===== src/rtl/vec_xfer_buff.sv =====
// Byte-serial vector transfer engine: independent load (host -> vector) and
// store (vector -> host) channels over a BUS-wide valid/ready host bus.
module vec_xfer_buff #(
  parameter int BITS = 8,
  parameter int N    = 64,
  parameter int BUS  = 8
) (
  input  logic              clk,
  input  logic              rst_l,
  input  logic [BUS-1:0]    in_bus,
  input  logic              in_valid,
  output logic              in_ready,
  output logic [N*BITS-1:0] ld_vec,
  output logic [7:0]        ld_len,
  output logic              ld_done,
  output logic              ld_err,
  input  logic              st_req,
  input  logic [N*BITS-1:0] st_vec,
  input  logic [7:0]        st_len,
  output logic              st_busy,
  output logic [BUS-1:0]    out_bus,
  output logic              out_valid,
  input  logic              out_ready,
  input  logic              abort
);

  localparam int BEATS = BITS / BUS;
  localparam int BW    = (BEATS > 1) ? $clog2(BEATS) : 1;
  localparam int WORDS = N * BEATS;
  localparam int SW    = (WORDS > 1) ? $clog2(WORDS) : 1;
  localparam logic [7:0]    N8        = 8'(N);
  localparam logic [BW-1:0] LAST_BEAT = BW'(BEATS - 1);

  // ---------------- load channel ----------------
  typedef enum logic {L_LEN, L_DATA} ld_state_t;
  ld_state_t ld_state_reg, ld_state_next;

  logic [7:0]    ld_elem_reg;
  logic [BW-1:0] ld_beat_reg;
  logic [7:0]    ld_len_reg;
  logic          ld_err_reg;
  logic          ld_done_reg;
  logic          rdy_reg;
  logic [7:0]    raw_len, clamp_len;
  logic          in_hs, len_hs, data_hs, beat_last, elem_last;

  // in_ready drops for the single bubble cycle that carries ld_done
  assign in_ready  = rdy_reg & ~ld_done_reg;
  assign in_hs     = in_valid & in_ready;
  assign len_hs    = in_hs & ~abort & (ld_state_reg == L_LEN);
  assign data_hs   = in_hs & ~abort & (ld_state_reg == L_DATA);
  assign raw_len   = in_bus[7:0];
  assign clamp_len = (raw_len > N8) ? N8 : raw_len;
  assign beat_last = (ld_beat_reg == LAST_BEAT);
  assign elem_last = (ld_elem_reg == ld_len_reg - 8'd1);

  always_ff @(posedge clk or negedge rst_l) begin
    if (!rst_l) ld_state_reg <= L_LEN;
    else        ld_state_reg <= ld_state_next;
  end

  always_comb begin
    ld_state_next = ld_state_reg;
    if (abort) begin
      ld_state_next = L_LEN;
    end else begin
      case (ld_state_reg)
        L_LEN:   if (len_hs && clamp_len != 8'd0) ld_state_next = L_DATA;
        L_DATA:  if (data_hs && beat_last && elem_last) ld_state_next = L_LEN;
        default: ld_state_next = L_LEN;
      endcase
    end
  end

  always_ff @(posedge clk or negedge rst_l) begin
    if (!rst_l) begin
      rdy_reg     <= 1'b0;
      ld_done_reg <= 1'b0;
      ld_len_reg  <= 8'd0;
      ld_err_reg  <= 1'b0;
      ld_elem_reg <= 8'd0;
      ld_beat_reg <= '0;
    end else begin
      rdy_reg     <= 1'b1;
      ld_done_reg <= 1'b0;
      if (abort) begin
        ld_elem_reg <= 8'd0;
        ld_beat_reg <= '0;
      end else if (len_hs) begin
        ld_len_reg  <= clamp_len;
        ld_err_reg  <= (raw_len > N8);
        ld_elem_reg <= 8'd0;
        ld_beat_reg <= '0;
        ld_done_reg <= (clamp_len == 8'd0);
      end else if (data_hs) begin
        if (beat_last) begin
          ld_beat_reg <= '0;
          if (elem_last) begin
            ld_elem_reg <= 8'd0;
            ld_done_reg <= 1'b1;
          end else begin
            ld_elem_reg <= ld_elem_reg + 8'd1;
          end
        end else begin
          ld_beat_reg <= ld_beat_reg + BW'(1);
        end
      end
    end
  end

  // Each element owns its register; beats land little-endian within it
  for (genvar gi = 0; gi < N; gi++) begin : g_elem
    logic [BITS-1:0] elem_reg;
    always_ff @(posedge clk or negedge rst_l) begin
      if (!rst_l) begin
        elem_reg <= '0;
      end else if (len_hs) begin
        elem_reg <= '0;
      end else if (data_hs && ld_elem_reg == 8'(gi)) begin
        for (int b = 0; b < BEATS; b++)
          if (int'(ld_beat_reg) == b) elem_reg[b*BUS +: BUS] <= in_bus;
      end
    end
    assign ld_vec[gi*BITS +: BITS] = elem_reg;
  end

  assign ld_len  = ld_len_reg;
  assign ld_done = ld_done_reg;
  assign ld_err  = ld_err_reg;

  // ---------------- store channel ----------------
  typedef enum logic [1:0] {S_IDLE, S_LEN, S_DATA} st_state_t;
  st_state_t st_state_reg, st_state_next;

  logic [N*BITS-1:0] snap_reg;
  logic [7:0]        st_len_reg;
  logic [SW-1:0]     s_word_reg, s_last_reg;
  logic [BUS-1:0]    out_bus_reg;
  logic              out_valid_reg, st_busy_reg;
  logic [7:0]        st_clamp;
  logic [BUS-1:0]    snap_word [WORDS];

  assign st_clamp = (st_len > N8) ? N8 : st_len;

  // Flat word view of the snapshot: word index = elem*BEATS + beat
  for (genvar gi = 0; gi < WORDS; gi++) begin : g_word
    assign snap_word[gi] = snap_reg[gi*BUS +: BUS];
  end

  always_ff @(posedge clk or negedge rst_l) begin
    if (!rst_l) st_state_reg <= S_IDLE;
    else        st_state_reg <= st_state_next;
  end

  always_comb begin
    st_state_next = st_state_reg;
    if (abort) begin
      st_state_next = S_IDLE;
    end else begin
      case (st_state_reg)
        S_IDLE:  if (st_req) st_state_next = S_LEN;
        S_LEN:   if (out_ready) st_state_next = (st_len_reg == 8'd0) ? S_IDLE : S_DATA;
        S_DATA:  if (out_ready && s_word_reg == s_last_reg) st_state_next = S_IDLE;
        default: st_state_next = S_IDLE;
      endcase
    end
  end

  always_ff @(posedge clk or negedge rst_l) begin
    if (!rst_l) begin
      snap_reg      <= '0;
      st_len_reg    <= 8'd0;
      s_word_reg    <= '0;
      s_last_reg    <= '0;
      out_bus_reg   <= '0;
      out_valid_reg <= 1'b0;
      st_busy_reg   <= 1'b0;
    end else if (abort) begin
      s_word_reg    <= '0;
      out_valid_reg <= 1'b0;
      st_busy_reg   <= 1'b0;
    end else begin
      case (st_state_reg)
        S_IDLE: if (st_req) begin
          snap_reg      <= st_vec;
          st_len_reg    <= st_clamp;
          s_last_reg    <= SW'(int'(st_clamp) * BEATS - 1);
          s_word_reg    <= '0;
          out_bus_reg   <= BUS'(st_clamp);
          out_valid_reg <= 1'b1;
          st_busy_reg   <= 1'b1;
        end
        S_LEN: if (out_ready) begin
          if (st_len_reg == 8'd0) begin
            out_valid_reg <= 1'b0;
            st_busy_reg   <= 1'b0;
          end else begin
            s_word_reg  <= '0;
            out_bus_reg <= snap_word[0];
          end
        end
        S_DATA: if (out_ready) begin
          if (s_word_reg == s_last_reg) begin
            out_valid_reg <= 1'b0;
            st_busy_reg   <= 1'b0;
          end else begin
            s_word_reg  <= s_word_reg + SW'(1);
            out_bus_reg <= snap_word[s_word_reg + SW'(1)];
          end
        end
        default: begin
          out_valid_reg <= 1'b0;
          st_busy_reg   <= 1'b0;
        end
      endcase
    end
  end

  assign out_bus   = out_bus_reg;
  assign out_valid = out_valid_reg;
  assign st_busy   = st_busy_reg;

endmodule


===== config.mk =====
export PLATFORM = sky130hd
export DESIGN_NAME = vec_xfer_buff
export DESIGN_NICKNAME = d
export VERILOG_FILES = /design/src/rtl/vec_xfer_buff.sv
export SDC_FILE = /design/constraint.sdc
export NUM_CORES = 2
export LEC_CHECK = 0
export ABC_AREA = 0
export BUFFER_PORTS_ARGS = -buffer_cell sky130_fd_sc_hd__buf_2
export CAP_MARGIN = 10
export CORE_AREA = 2 2 411 413
export DETAILED_ROUTE_END_ITERATION = 8
export DIE_AREA = 0 0 413 415
export HOLD_SLACK_MARGIN = 0.1
export PLACE_DENSITY = 0.58
export SLEW_MARGIN = 20
export SYNTH_ARGS = -nofsm -noshare
export SYNTH_HDL_FRONTEND = slang
export SYNTH_SLANG_ARGS = --single-unit

===== constraint.sdc =====
create_clock -name clk -period 8.6 [get_ports clk]
set_clock_uncertainty 0.15 [all_clocks]
set_input_delay 0.86 -clock clk [delete_from_list [all_inputs] [get_ports clk]]
set_output_delay 0.86 -clock clk [all_outputs]
set_load 0.005 [all_outputs]

==> flow_summary.yaml <==
hold_path:
  min_path_type: "in2reg"
floorplan:
  io_pins: 1067
  die_x_um: 413
  die_area_mm2: 0.171
  core.rowCount: 150
  die_h_um: 415
  start_util: 0.281
  coreArea_mm2: 0.167
global_routing:
  grt_max_degree: 213
  grt_pass1_vias: 41600
  grt_pass1_wl_um: 274000
  globalRouteOverflowTotal: 0
  antenna_found_initial: 30
  grtUsageTotal: 0.212
sta:
  setup_viol: 0
  rsz0062_at_grt: "no"
  worstMarginPinSlew_ns: 1.15
  clock.fmax_mhz: 218
  period_share: 0.534
  period_needed_ns: 4.59
  hold_viol_final: 0
  max-slew-margin-rel: 0.234
  final_max_slew_viol_count: 0
  fin_ws_ns: 4.01
  final.setup.tns_ns: 0
critical_path:
  cp_cell_sequence: "ha_4 -> buf_4 -> buf_4 -> mux4_2 -> and2_1 -> o311ai_0 -> nand4_1 -> o2111a_1"
  slowest_stage: "dfrtp_4"
  start_kind: "flop"
  critPathMaxStageDelay_ns: 0.95
  cp_max_fo: 49
  cp-end-kind: "flop"
  critPathMostFrequentCell: "buf_4"
  worst-endpoint-required_ns: 9.09
  crit_arrival_ns: 5.08
  critPathKind: "reg2reg"
  timing.critical_path.buf_inv: 2
  critPathTopFamily: "buffers and inverters"
finish:
  register_area_mm2: 0.0269
  drive_gt1_frac: 0.236
  areaGrowthSynthToFinish_pct: 30.7
  final.fill_count: 16700
  multi_input_area_mm2: 0.0185
  nets: 6818
  stdcell_area_mm2: 0.0612
  postLayoutCoreUtil: 0.367
yosys:
  syn_avg_cell_area_um2: 9.17
  netlist_instances: 5107
  synth_nets: 5653
  synth-seq-area-share: 0.574
  synth_edf_count: 0
  ys_async_sr_fraction: 1.00
  yosys_warnings: 0
  synthesis.area_mm2: 0.0468
  ys.flop_type: "dfrtp_1"
  synth-seq-cells: 1075
  yosysUniqueCellTypes: 72
pwr:
  p_leak_uw: 0.0306
  p_per_area_mw_per_mm2: 260
  power_uw: 15900
  vdd_drop_max_mv: 0.200
routing:
  num_vias: 42000
  drc: 0
  wl_per_cell_um: 21.7
  first_pass_iters: 6
  drt_iter0_drc: 4127
  vias_per_cell: 4.88
  drt-total-wl_um: 187000
  ant_nets: 0
place:
  place.gp.congestion: 0.888
  place.port_buffers: 1066
  dp_slack_ns: 3.90
  dp_hpwl_um: 133000
  dpl_cell_area_mm2: 0.0542
clocking:
  cts.clk_slew.worst_paths_ns: 0.06
  cts_sinks: 1075
  cts_root_buf: "clkbuf_16"
  cts_hold_buf: 279
  cts_max_level: 3
  clk_latency_ns: 0.75
  clockBufferDepth: 3
  numCtsBuffers: 119
  cts_tree: "done"
  cts-resized-gates: 0
  cts_setup_buffers: 0
outcome:
  status: "finished clean"
run:
  drv_cap: 0
-- layout make-up --
| class | count | area share |
|---|---|---|
| Timing Repair Buffer | 1415 | 0.143 |
| Clock buffer | 164 | 0.0565 |
| Sequential cell | 1075 | 0.440 |
| Inverter | 24 | 0.00147 |
| Antenna cell | 23 | 0.000940 |
| Clock inverter | 54 | 0.0114 |
| Tap cell | 2204 | 0.0451 |
| Multi-Input combinational cell | 3637 | 0.302 |
-- power breakdown --
group | internal (µW) | switching, µW | total, µW
Combinational | 1440 | 1900 | 3340
Sequential | 6320 | 853 | 7180
Clock | 3150 | 2260 | 5410
-- cell families (layout without fill, tap and decap cells) --
| logic type | count (synthesis) | count (layout) | synth area share |
|---|---|---|---|
| DFF | 1075 | 1075 | 0.574 |
| adders and majority gates | 12 | 12 | 0.00321 |
| and+or+nand+nor | 2712 | 2712 | 0.228 |
| buffers and inverters | 395 | 1657 | 0.0339 |
| AOI/OAI and AO/OA | 687 | 687 | 0.0791 |
| xor gates and xnor gates | 26 | 26 | 0.00526 |
| other | 1 | 24 | 0.0000801 |
| muxes | 199 | 199 | 0.0765 |
-- Yosys cell counts, types with 3 or more instances --
cell | count | area (µm²)
buf_1 | 10 | 37.5
nand2_1 | 2240 | 8410
o211ai_1 | 5 | 37.5
and2_1 | 14 | 87.6
ha_1 | 12 | 150
buf_2 | 33 | 165
nor3_1 | 10 | 50.1
mux4_2 | 126 | 2840
mux2_2 | 10 | 113
nand2b_1 | 10 | 62.6
nand3_1 | 172 | 861
nor4_1 | 5 | 31.3
nor2_1 | 214 | 803
nor2b_1 | 5 | 31.3
a21oi_1 | 242 | 1210
o31ai_1 | 3 | 22.5
a221oi_1 | 8 | 70.1
xnor2_1 | 19 | 166
a222oi_1 | 4 | 40.0
o21ai_0 | 372 | 1860
nand3b_1 | 3 | 22.5
clkbuf_1 | 315 | 1180
dfrtp_1 | 1075 | 26900
o21a_1 | 3 | 22.5
o2111a_1 | 4 | 45.0
or3_1 | 4 | 25.0
a221o_1 | 5 | 50.1
xor2_1 | 6 | 52.6
a22o_1 | 8 | 70.1
nor4b_1 | 4 | 35.0
a211oi_1 | 4 | 30.0
a31oi_1 | 6 | 37.5
a2111oi_0 | 3 | 26.3
mux2i_1 | 63 | 631
nand4_1 | 11 | 68.8
buf_4 | 10 | 75.1
inv_1 | 23 | 86.3
and3_1 | 5 | 31.3
-- per-stage QoR --
stage,instances,hold WS [ns]
after floorplan,5107,0.290
after global placement,8076,0.303
after detailed placement,8076,0.308
after CTS,8573,0.100
after global routing,8591,0.127
final,8596,0.165
-- metal layers --
layer	up-vias	global-route usage	part of all wire
li1	19100	-	-
met4	10	0.101	0.047
met3	379	0.0407	0.074
met1	20700	0.267	0.40
met2	1806	0.348	0.48
met5	-	0	0.00025
-- placed cells by master (no fill, tap or decap), types with 9 or more instances in the layout --
cell type      instances
mux2_2                10
diode_2               23
buf_2               1065
nor3_1                 9
clkbuf_1              15
nand2b_1               9
mux2i_1               63
mux4_2               126
dlygate4sd3_1        279
and2_1                14
dfrtp_1             1074
xnor2_1               18
clkinv_2              26
buf_12                 9
clkbuf_8              29
o21ai_0              372
nand4_1               11
nand2_1             2240
nor2_1               204
buf_4                 61
ha_1                  11
a21oi_1              240
bufinv_16             11
inv_1                 23
clkbuf_16            120
nand3_1              172
-- path summary, 6_finish.rpt --
| check | startpoint | endpoint | slack, ns | depth (start not counted) |
|---|---|---|---|---|
| setup / recovery | s_word_reg[0]$_DFFE_PN0P_ | out_bus[5]$_DFFE_PN0P_ | 4.01 | 8 |
| hold / removal | st_vec[194] | snap_reg[194]$_DFFE_PN0P_ | 0.16 | 3 |
| setup reg to reg | s_word_reg[0]$_DFFE_PN0P_ | out_bus[5]$_DFFE_PN0P_ | 4.01 | 8 |
| hold reg to reg | snap_reg[371]$_DFFE_PN0P_ | snap_reg[371]$_DFFE_PN0P_ | 0.32 | 2 |
| max in group asynchronous | rst_l | snap_reg[1]$_DFFE_PN0P_ | 5.57 | 4 |
| min in group asynchronous | rst_l | g_elem[5].elem_reg[3]$_DFFE_PN0P_ | 0.58 | 2 |
-- worst register-to-register path, delay by kind of cell, from the launching register on --
kind                     cells  cell delay [ns]
adder cells (fa/ha/maj)      1             0.55
multiplexers                 1             0.58
buffers and inverters        2             1.24
flip-flops                   1             0.95
AO/OA/AOI/OAI                2             0.67
AND/OR/NAND/NOR              2             0.35
Note: power is estimated with default switching activity, not from simulation.
